**src/rtl/icw_ocw_control.sv**
```systemverilog
// CPU-side command front-end: synchronizes WR_n/RD_n, runs the ICW1..ICW4
// initialization sequence and decodes OCW1/OCW2/OCW3 for the priority logic.
//
// state     | meaning
// IDLE      | after reset, waiting for ICW1
// WAIT_ICW2 | ICW1 seen, next A0=1 write is ICW2 (vector base)
// WAIT_ICW3 | cascade mode, next A0=1 write is ICW3
// WAIT_ICW4 | IC4 set, next A0=1 write is ICW4
// READY     | initialized, OCW writes accepted
module icw_ocw_control #(
  parameter int         SYNC_STAGES = 2,
  parameter logic [7:0] IMR_RESET   = 8'hFF
) (
  input  logic       clk,
  input  logic       rst_n,
  input  logic       CS_n,
  input  logic       WR_n,
  input  logic       RD_n,
  input  logic       A0,
  input  logic [7:0] dataIn,
  output logic       LTIM,
  output logic       SNGL,
  output logic       AEOI,
  output logic       SFNM,
  output logic       AR,
  output logic [4:0] TReg,
  output logic [7:0] IMR,
  output logic [7:0] cascadeCfg,
  output logic       initDone,
  output logic       readIRR,
  output logic       readISR,
  output logic       readIMR,
  output logic       eoiPulse,
  output logic       eoiSpecific,
  output logic [2:0] eoiLevel,
  output logic       rotatePulse,
  output logic       prioritySet,
  output logic       pollCmd
);

  typedef enum logic [2:0] {IDLE, WAIT_ICW2, WAIT_ICW3, WAIT_ICW4, READY} state_e;

  state_e                 state_q, state_d;
  logic [SYNC_STAGES-1:0] wr_sync_q, rd_sync_q;
  logic                   wr_prev_q, rd_prev_q;
  logic                   cap_cs_n_q, cap_a0_q;
  logic [7:0]             cap_d_q;

  logic       ltim_q, ltim_d, sngl_q, sngl_d, ic4_q, ic4_d;
  logic       aeoi_q, aeoi_d, sfnm_q, sfnm_d, ar_q, ar_d;
  logic [4:0] treg_q, treg_d;
  logic [7:0] imr_q, imr_d, casc_q, casc_d;
  logic       rsel_isr_q, rsel_isr_d;
  logic       eoi_q, eoi_d, eoi_spec_q, eoi_spec_d, rot_q, rot_d;
  logic       prio_q, prio_d, poll_q, poll_d;
  logic [2:0] eoi_lvl_q, eoi_lvl_d;
  logic       rd_irr_q, rd_irr_d, rd_isr_q, rd_isr_d, rd_imr_q, rd_imr_d;
  logic       wr_commit, rd_fall;

  assign wr_commit = wr_sync_q[SYNC_STAGES-1] & ~wr_prev_q & ~cap_cs_n_q;
  assign rd_fall   = ~rd_sync_q[SYNC_STAGES-1] & rd_prev_q & ~CS_n;

  always_ff @(posedge clk or negedge rst_n) begin
    if (!rst_n) begin
      state_q    <= IDLE;
      wr_sync_q  <= '1;
      rd_sync_q  <= '1;
      wr_prev_q  <= 1'b1;
      rd_prev_q  <= 1'b1;
      cap_cs_n_q <= 1'b0;
      cap_a0_q   <= 1'b0;
      cap_d_q    <= 8'h00;
      ltim_q     <= 1'b0;
      sngl_q     <= 1'b0;
      ic4_q      <= 1'b0;
      aeoi_q     <= 1'b0;
      sfnm_q     <= 1'b0;
      ar_q       <= 1'b0;
      treg_q     <= 5'd0;
      imr_q      <= IMR_RESET;
      casc_q     <= 8'h00;
      rsel_isr_q <= 1'b0;
      eoi_q      <= 1'b0;
      eoi_spec_q <= 1'b0;
      eoi_lvl_q  <= 3'd0;
      rot_q      <= 1'b0;
      prio_q     <= 1'b0;
      poll_q     <= 1'b0;
      rd_irr_q   <= 1'b0;
      rd_isr_q   <= 1'b0;
      rd_imr_q   <= 1'b0;
    end else begin
      state_q    <= state_d;
      wr_sync_q  <= {wr_sync_q[SYNC_STAGES-2:0], WR_n};
      rd_sync_q  <= {rd_sync_q[SYNC_STAGES-2:0], RD_n};
      wr_prev_q  <= wr_sync_q[SYNC_STAGES-1];
      rd_prev_q  <= rd_sync_q[SYNC_STAGES-1];
      // Keep sampling the bus while the first stage still sees the strobe low.
      if (!wr_sync_q[0]) begin
        cap_cs_n_q <= CS_n;
        cap_a0_q   <= A0;
        cap_d_q    <= dataIn;
      end
      ltim_q     <= ltim_d;
      sngl_q     <= sngl_d;
      ic4_q      <= ic4_d;
      aeoi_q     <= aeoi_d;
      sfnm_q     <= sfnm_d;
      ar_q       <= ar_d;
      treg_q     <= treg_d;
      imr_q      <= imr_d;
      casc_q     <= casc_d;
      rsel_isr_q <= rsel_isr_d;
      eoi_q      <= eoi_d;
      eoi_spec_q <= eoi_spec_d;
      eoi_lvl_q  <= eoi_lvl_d;
      rot_q      <= rot_d;
      prio_q     <= prio_d;
      poll_q     <= poll_d;
      rd_irr_q   <= rd_irr_d;
      rd_isr_q   <= rd_isr_d;
      rd_imr_q   <= rd_imr_d;
    end
  end

  always_comb begin
    state_d    = state_q;
    ltim_d     = ltim_q;
    sngl_d     = sngl_q;
    ic4_d      = ic4_q;
    aeoi_d     = aeoi_q;
    sfnm_d     = sfnm_q;
    ar_d       = ar_q;
    treg_d     = treg_q;
    imr_d      = imr_q;
    casc_d     = casc_q;
    rsel_isr_d = rsel_isr_q;
    eoi_spec_d = eoi_spec_q;
    eoi_lvl_d  = eoi_lvl_q;
    eoi_d      = 1'b0;
    rot_d      = 1'b0;
    prio_d     = 1'b0;
    poll_d     = 1'b0;
    // Read strobes use the select held before any same-cycle OCW3.
    rd_irr_d   = rd_fall & ~A0 & ~rsel_isr_q;
    rd_isr_d   = rd_fall & ~A0 & rsel_isr_q;
    rd_imr_d   = rd_fall & A0;

    if (wr_commit) begin
      if (!cap_a0_q && cap_d_q[4]) begin
        ic4_d      = cap_d_q[0];
        sngl_d     = cap_d_q[1];
        ltim_d     = cap_d_q[3];
        imr_d      = 8'h00;
        aeoi_d     = 1'b0;
        sfnm_d     = 1'b0;
        ar_d       = 1'b0;
        rsel_isr_d = 1'b0;
        state_d    = WAIT_ICW2;
      end else if (cap_a0_q) begin
        case (state_q)
          WAIT_ICW2: begin
            treg_d = cap_d_q[7:3];
            if (!sngl_q)    state_d = WAIT_ICW3;
            else if (ic4_q) state_d = WAIT_ICW4;
            else            state_d = READY;
          end
          WAIT_ICW3: begin
            casc_d  = cap_d_q;
            state_d = ic4_q ? WAIT_ICW4 : READY;
          end
          WAIT_ICW4: begin
            aeoi_d  = cap_d_q[1];
            sfnm_d  = cap_d_q[4];
            state_d = READY;
          end
          READY:   imr_d = cap_d_q;
          default: ;
        endcase
      end else if (state_q == READY && !cap_d_q[3]) begin
        eoi_lvl_d = cap_d_q[2:0];
        case (cap_d_q[7:5])
          3'b001: begin eoi_d = 1'b1; eoi_spec_d = 1'b0; end
          3'b011: begin eoi_d = 1'b1; eoi_spec_d = 1'b1; end
          3'b101: begin eoi_d = 1'b1; eoi_spec_d = 1'b0; rot_d = 1'b1; end
          3'b111: begin eoi_d = 1'b1; eoi_spec_d = 1'b1; rot_d = 1'b1; end
          3'b100: ar_d   = 1'b1;
          3'b000: ar_d   = 1'b0;
          3'b110: prio_d = 1'b1;
          default: ;
        endcase
      end else if (state_q == READY) begin
        if (cap_d_q[1]) rsel_isr_d = cap_d_q[0];
        poll_d = cap_d_q[2];
      end
    end
  end

  assign LTIM        = ltim_q;
  assign SNGL        = sngl_q;
  assign AEOI        = aeoi_q;
  assign SFNM        = sfnm_q;
  assign AR          = ar_q;
  assign TReg        = treg_q;
  assign IMR         = imr_q;
  assign cascadeCfg  = casc_q;
  assign initDone    = (state_q == READY);
  assign readIRR     = rd_irr_q;
  assign readISR     = rd_isr_q;
  assign readIMR     = rd_imr_q;
  assign eoiPulse    = eoi_q;
  assign eoiSpecific = eoi_spec_q;
  assign eoiLevel    = eoi_lvl_q;
  assign rotatePulse = rot_q;
  assign prioritySet = prio_q;
  assign pollCmd     = poll_q;

endmodule

```
**config.mk**
```make
export PLATFORM = sky130hd
export DESIGN_NAME = icw_ocw_control
export DESIGN_NICKNAME = d
export VERILOG_FILES = /design/src/rtl/icw_ocw_control.sv
export SDC_FILE = /design/constraint.sdc
export NUM_CORES = 1
export LEC_CHECK = 0
export CAP_MARGIN = 5
export CORE_MARGIN = 2
export CORE_UTILIZATION = 45
export CTS_BUF_LIST = sky130_fd_sc_hd__clkbuf_4 sky130_fd_sc_hd__clkbuf_8
export DETAILED_ROUTE_END_ITERATION = 12
export GPL_TIMING_DRIVEN = 1
export PLACE_DENSITY = 0.72
export SYNTH_ARGS = -nofsm -noshare
export SYNTH_HDL_FRONTEND = slang
export SYNTH_SLANG_ARGS = --single-unit
export TNS_END_PERCENT = 10
```
**constraint.sdc**
```tcl
create_clock -name clk -period 4.2 [get_ports clk]
set_input_delay 0.63 -clock clk [delete_from_list [all_inputs] [get_ports clk]]
set_output_delay 0.63 -clock clk [all_outputs]
set_load 0.005 [all_outputs]
```
Word-level counts from Yosys, hierarchy flattened

Cells that the tools add are included.
Widths: inputs -> output; s select.

Input port bits: 14
Flip-flop bits (word level): 58
Logic and storage cells: 126

Bitwise logic cells: 16
Multiplexer cells: 44
Equal/unequal tests: 12
Reduce and logical (&&, ||, !) cells: 27

Operator list:

| operator           | count |
|---|---|
| $mux 1             | 34 |
| $mux 8             | 3 |
| $reduce_and 4->1   | 4 |
| $eq 3x3->1 const B | 5 |
| $mux 3             | 4 |
| $reduce_bool 2->1  | 6 |
| $reduce_and 5->1   | 2 |
| $eq 3x2->1 const B | 3 |
| $pmux 3 s3         | 1 |
| $reduce_and 3->1   | 3 |
| $and 1x1->1        | 8 |
| $not 1->1          | 8 |
| $eq 3x1->1 const B | 2 |
| $reduce_or 2->1    | 3 |
| $pmux 1 s2         | 2 |
| $reduce_bool 4->1  | 1 |
| $reduce_or 4->1    | 1 |
| $logic_not 3->1    | 1 |
| $reduce_bool 3->1  | 1 |
| $logic_and 1x1->1  | 2 |
| $logic_not 1->1    | 2 |
| $ne 2x1->1 const B | 1 |
| $ne 2x2->1 const B | 1 |
| $reduce_and 2->1   | 1 |

Logic depth before layout (Yosys ltp)

Gate-level depths: netlist of the first run.

Depth after elaboration: 7
Depth in mapped cells: 6
Mapped depth without buffers: 4

Worst setup path after synthesis of the first run

OpenSTA, ideal clock, no wires.

Path kind: reg-to-reg
From: register wr_sync_q[1]
To: register eoi_lvl_q[0] (netlist: eoiLevel[0])
Path buffers: 1
Setup slack: 2363 ps
Setup time: 125 ps
Data required time: 4075 ps
Data arrival time: 1713 ps
Period minus slack after synthesis: 1837 ps
Cell stages (with the launch flop): 5
Cell sequence: dfstp_2 or3b_2 buf_6 nor4b_4 mux2_2

Cells in the longest elaborated chain, start to end: 3

Ends and longest elaborated chain:

| what                              | line | source |
|---|---|---|
| start: declaration                | 44   | `logic [SYNC_STAGES-1:0] wr_sync_q, rd_sync_q;` |
| start signal: assignment          | 94   | `wr_sync_q <= {wr_sync_q[SYNC_STAGES-2:0], WR_n};` |
| $and 1x1->1 (2 in series)         | 60   | `assign wr_commit = wr_sync_q[SYNC_STAGES-1] & ~wr_prev_q & ~cap_cs_n_q;` |
| $reduce_and 4->1 (no source line) | -    |  |
| end signal: assignment            | 116  | `eoi_lvl_q <= eoi_lvl_d;` |
| end: declaration                  | 56   | `logic [2:0] eoi_lvl_q, eoi_lvl_d;` |

Every way passes these cells.
A chain may end at the register's enable or synchronous reset.

Worst setup path in the final report of the first run

From: register state_q[0]
To: output initDone

Cells in the longest elaborated chain, start to end: 1

Ends and longest elaborated chain:

| what                     | line | source |
|---|---|---|
| start: declaration       | 43   | `state_e state_q, state_d;` |
| start signal: assignment | 93   | `state_q <= state_d;` |
| $eq 3x3->1               | 207  | `assign initDone = (state_q == READY);` |
| end: declaration         | 29   | `output logic initDone,` |

Every way passes these cells.

==> impl_metrics.tcl, run 1 <==
set metrics [dict create \
    antenna_found_initial 0 \
    p_per_area_mw_per_mm2 560 \
    vias_per_cell 5.48 \
    io_pins 52 \
    clk_latency_ns 0.33 \
    ctsLongestPathBuffers 2 \
    holdCritStartpoint "rd_sync_q[0]$_DFF_PN1_" \
    status "finished, final reports clean" \
    setup_tns_ns 0 \
    final-hold-violation-count 0 \
    netlist_area_mm2 0.00248 \
    vias 1755 \
    row_count 27 \
    path_cells "or3b_4 -> inv_1 -> clkdlybuf4s50_1" \
    first_global_vias 1764 \
    hold_buffers 0 \
    dpl.hpwl_um 3470 \
    initialDrtViolationCount 136 \
    coreArea_mm2 0.00541 \
    gp_congestion 0.805 \
    dpl.cell_count 304 \
    antenna_cells_inserted 0 \
    synth.most_common_cell "dfrtp_1" \
    post-route-period-util_pct 67.2 \
    fmax_mhz 354 \
    synth_flop_cell "dfrtp_1" \
    drc 0 \
    fill_cells 438 \
    cts.clk_slew.worst_paths_ns 0.06 \
    synth-edff-count 0 \
    synthTopCellsByArea "dfrtp_1, dfstp_2, mux2_2" \
    die_y_um 78.2 \
    drive_gt1_share_pct 27.8 \
    reg2reg_slack_ns 2.00 \
    cp_max_fo 14 \
    postCtsSetupBuffers 0 \
    slowest_stage "clkdlybuf4s50_1" \
    route.detailed.wl_per_inst_um 16.4 \
    finalSetupViolations 0 \
    grt_max_degree 41 \
    synthCells 193 \
    leakage_uw 0.00135 \
    synth_top_area_share_pct 44.4 \
    grt_pass1_wl_um 8830 \
    ant_nets 0 \
    grt_overflow_total 0 \
    start_kind "flop" \
    synth_nets 207 \
    worstMarginPinSlew_ns 0.849 \
    synth_seq_cells 58 \
    fin_util_pct 59.8 \
    htree_levels 3 \
    r2r-start "cap_a0_q$_DFFE_PN0N_" \
    synth.avg_cell_area_um2 12.8 \
    critPathLaunch "state_q[0]$_DFFE_PN0P_" \
    cts-buffers-inserted 9 \
    synth_area_leader_cell "dfrtp_1" \
    vdd_drop_max_mv 0.343 \
    finalPower_uw 1810 \
    syn_to_final_growth_pct 30.4 \
    yosysUniqueCellTypes 42 \
    period_needed_ns 2.82 \
    cts_root_buf "clkbuf_8" \
    ys_seq_area_share_pct 59.2 \
    whs_ns 0.355 \
    portBuffers 51 \
    yosysWarningCount 0 \
    rsz0062_at_grt "no" \
    hold_path_class "flop to flop" \
    dieArea_mm2 0.00612 \
    start_util_pct 45.9 \
    arrival_ns 2.19 \
    synth_common_cells "dfrtp_1, mux2_2, nand3_1" \
    die_w_um 78.2 \
    crit_required_ns 3.57 \
    firstDrtPassIters 4 \
    max_stage_delay_ns 0.57 \
    postRouteWirelength_um 5240 \
    cts_tree "yes" \
    cts.repair.resized 0 \
    instances_no_fill 320 \
    skew_ns 0.00543 \
    cts.sinks 58 \
    max_cap_violations 0 \
    relSlewSlack_pct 43.4 \
    path_class "flop to output port" \
    track_usage_pct 18.9 \
    finalMaxSlewViolations 0 \
    nets 257 \
    end_kind "output port" \
    synth_async_sr_flop_share_pct 100 \
]
critical path: cells and delay by family, from the launching register on:
kind,cells,cell delay (ns)
buf+inv,2,0.86
simple gates,1,0.54
flops,1,0.47
worst paths after layout:
path	depth (start not counted)	to
hold reg to reg	0	rd_sync_q[1]$_DFF_PN1_
max in group asynchronous	2	wr_sync_q[1]$_DFF_PN1_
hold / removal	0	rd_sync_q[1]$_DFF_PN1_
setup reg to reg	3	eoiLevel[0]$_DFFE_PN0P_
setup / recovery	3	initDone
min in group asynchronous	1	cap_d_q[5]$_DFFE_PN0N_
per-layer routing:
layer	part of all wire (%)	GRT usage [%]
met1	45	25.8
met2	46	28.4
met3	7.9	6.32
met4	1.3	6.14
met5	0	0
flip-flops by register name, indices dropped and copies added, names as in the netlist, 2 cells and up:
signal,cells
TReg,5
wr_sync_q,2
state_q,3
eoiLevel,3
cascadeCfg,8
cap_d_q,8
IMR,8
rd_sync_q,2
cells by family after synthesis:
logic type,Yosys count,synth area share (%)
compound gates,28,7.57
mux,30,13.6
simple gates,60,15.7
flops,58,59.2
buf+inv,17,3.88
power by group:
part	internal, uW	leakage [uW]	switching [uW]
Sequential	688	0.000700	114
Combinational	276	0.000540	160
Clock	355	0.000113	218
per-stage QoR:
stage          setup slack [ns]  area, um^2
2_1_floorplan              2.36        2480
4_1_cts                    1.39        3230
3_3_place_gp               1.77        3010
3_5_place_dp               1.75        3010
6_report                   1.38        3230
5_1_grt                    1.32        3230
cell usage in the layout (no fill, tap or decap), types with 2 or more instances in the layout:
| cell type | Yosys | final |
|---|---|---|
| nand4b_1 | 2 | 2 |
| a21boi_0 | 2 | 2 |
| bufinv_16 | 0 | 2 |
| a21oi_1 | 2 | 2 |
| dfstp_2 | 14 | 14 |
| nor2_1 | 3 | 3 |
| dfrtp_1 | 44 | 44 |
| o211ai_1 | 4 | 4 |
| o21ai_0 | 11 | 11 |
| nand2_1 | 8 | 8 |
| mux2_2 | 30 | 30 |
| nor4_1 | 2 | 2 |
| clkinv_2 | 0 | 2 |
| buf_4 | 1 | 2 |
| nor2b_1 | 2 | 2 |
| nand2b_1 | 2 | 2 |
| nand4_1 | 7 | 7 |
| nand3_1 | 19 | 19 |
| nor4b_4 | 2 | 2 |
| clkbuf_8 | 0 | 10 |
| inv_1 | 3 | 3 |
| clkdlybuf4s50_1 | 0 | 50 |
cell type report:
cell class | instances | area, um^2 | area share [%]
well taps | 72 | 90.1 | 2.79
flip-flops and latches | 58 | 1470 | 45.4
clock buffers | 11 | 145 | 4.49
clock inverters | 5 | 77.6 | 2.40
repair buffers | 53 | 520 | 16.1
multi-input cells | 118 | 920 | 28.4
inverters | 3 | 11.3 | 0.348
(Power assumes the default switching activity.)
==> inputs of run 2 (changes only) <==
--- a/config.mk
+++ b/config.mk
@@ -11,7 +11,7 @@
 export CTS_BUF_LIST = sky130_fd_sc_hd__clkbuf_4 sky130_fd_sc_hd__clkbuf_8
 export DETAILED_ROUTE_END_ITERATION = 12
 export GPL_TIMING_DRIVEN = 1
-export PLACE_DENSITY = 0.72
+export PLACE_DENSITY = 0.75
 export SYNTH_ARGS = -nofsm -noshare
 export SYNTH_HDL_FRONTEND = slang
 export SYNTH_SLANG_ARGS = --single-unit
==> constraint.sdc (replaced) <==
create_clock -name clk -period 2.5 [get_ports clk]
set_input_delay 0.375 -clock clk [delete_from_list [all_inputs] [get_ports clk]]
set_output_delay 0.375 -clock clk [all_outputs]
set_load 0.005 [all_outputs]
==> impl_metrics.tcl, run 2 (synthesis results as in run 1) <==
set metrics [dict create \
    fin_area_mm2 0.00326 \
    dieArea_mm2 0.00612 \
    swShare_pct 28.3 \
    clk_latency_ns 0.34 \
    nets 265 \
    vias 1786 \
    gp_congestion 0.883 \
    antenna_cells_inserted 0 \
    setup_tns_ns 0 \
    initialDrtViolationCount 123 \
    io_pins 52 \
    end_kind "output port" \
    postCtsSetupBuffers 0 \
    relSlewSlack_pct 59.3 \
    final-hold-violation-count 0 \
    reg2reg_slack_ns 0.49 \
    track_usage_pct 19.4 \
    holdCritStartpoint "rd_sync_q[0]$_DFF_PN1_" \
    fin_util_pct 60.4 \
    path_class "flop to output port" \
    drive_gt1_share_pct 29.7 \
    finalSetupViolations 0 \
    grt_pass1_wl_um 8830 \
    hold_path_end "rd_sync_q[1]$_DFF_PN1_" \
    leakage_uw 0.00137 \
    max_cap_violations 0 \
    cts-buffers-inserted 9 \
    hold_path_class "flop to flop" \
    dpl.hpwl_um 3590 \
    dpl_cell_area_mm2 0.00306 \
    finalMaxSlewViolations 0 \
    r2r-start "wr_sync_q[1]$_DFF_PN1_" \
    post-route-period-util_pct 93.2 \
    ctsLongestPathBuffers 2 \
    clockPowerShare_pct 27.5 \
    critPathLaunch "state_q[0]$_DFFE_PN0P_" \
    power_switching_uw 816 \
    coreArea_mm2 0.00541 \
    vdd_drop_max_mv 0.602 \
    intPower_uw 2070 \
    worstMarginPinSlew_ns 0.608 \
    holdPathStages 0 \
    drc 0 \
    cts.clk_slew.worst_paths_ns 0.06 \
    grt_max_degree 25 \
    rsz0062_at_grt "no" \
    fmax_mhz 429 \
    firstDrtPassIters 4 \
    p_per_area_mw_per_mm2 885 \
    fill_cells 457 \
    vias_per_cell 5.45 \
    final_common_cell "clkdlybuf4s50_1" \
    cp_max_fo 14 \
    period_needed_ns 2.33 \
    crit_required_ns 2.12 \
    grt_overflow_total 0 \
    cts.sinks 58 \
    portBuffers 51 \
    start_kind "flop" \
    r2r-end "eoiLevel[0]$_DFFE_PN0P_" \
    r2r_cells 3 \
    antenna_found_initial 0 \
    row_count 27 \
    power_frac_comb_pct 26.4 \
    skew_ns 0.00889 \
    route.detailed.wl_per_inst_um 16.1 \
    cts_root_buf "clkbuf_8" \
    htree_levels 3 \
    cts.repair.resized 0 \
    ant_nets 0 \
    status "finished, final reports clean" \
    start_util_pct 45.9 \
    mostFrequentLayoutCells "clkdlybuf4s50_1, dfrtp_1, mux2_2, nand3_1, dfstp_2" \
    power_frac_seq_pct 46.1 \
    die_y_um 78.2 \
    cts_tree "yes" \
    arrival_ns 1.96 \
    die_w_um 78.2 \
    hold_buffers 1 \
    postRouteWirelength_um 5290 \
    syn_to_final_growth_pct 31.6 \
    first_global_vias 1792 \
]
[run 2: cell count changes in the layout (fill, tap and decap cells not counted)]
cell           previous run  this run
buf_4                     2         9
dlygate4sd3_1             0         1
bufinv_16                 2         0
clkbuf_8                 10        12
clkinvlp_4                1         2
clkbuf_4                  1         0
[run 2: through the flow]
stage / power, uW / hold WS, ns / cells / setup slack (ns)
2_1_floorplan: 1700 / 0.0794 / 193 / 0.663
3_3_place_gp: 2080 / 0.335 / 311 / 0.543
3_5_place_dp: 2110 / 0.342 / 311 / 0.521
4_1_cts: 2910 / 0.357 / 328 / 0.158
5_1_grt: 3060 / 0.360 / 328 / 0.0613
6_report: 2890 / 0.356 / 328 / 0.169
[run 2: area by class of cell]
cell class	instances	area (um^2)	share of cell area [%]
Timing Repair Buffer	61	583	17.9
Clock buffer	12	165	5.06
Multi-Input combinational cell	118	920	28.2
Inverter	3	11.3	0.345
Clock inverter	4	25.0	0.767
Tap cell	72	90.1	2.76
Sequential cell	58	1470	45.0
[run 2: how the worst max path moves through the flow]
stage                              endpoint  cells after the start
floorplan           eoiLevel[0]$_DFFE_PN0P_                      4
finish                             initDone                      3
global placement                   initDone                      3
CTS                                initDone                      3
detailed placement  eoiLevel[0]$_DFFE_PN0P_                      3
global route                       initDone                      3
[run 2: power groups by stage]
stage | clock [uW] | combinational [uW] | sequential (uW)
2_1_floorplan | 0 | 412 | 1290
6_report | 793 | 763 | 1330
5_1_grt | 862 | 831 | 1360
3_3_place_gp | 0 | 747 | 1340
3_5_place_dp | 0 | 764 | 1340
4_1_cts | 810 | 772 | 1330
[run 2: critical path, stage by stage (launching register included)]
cell and delay (ns):
dfrtp_1 0.47, or3b_4 0.55, inv_1 0.11, clkdlybuf4s50_1 0.50
[run 2: routing by layer]
| metal | track usage [%] | part of all wire, % |
|---|---|---|
| met1 | 25.2 | 43 |
| met2 | 27.8 | 45 |
| met3 | 7.47 | 8.2 |
| met4 | 11.4 | 3.9 |
| met5 | 0 | 0 |
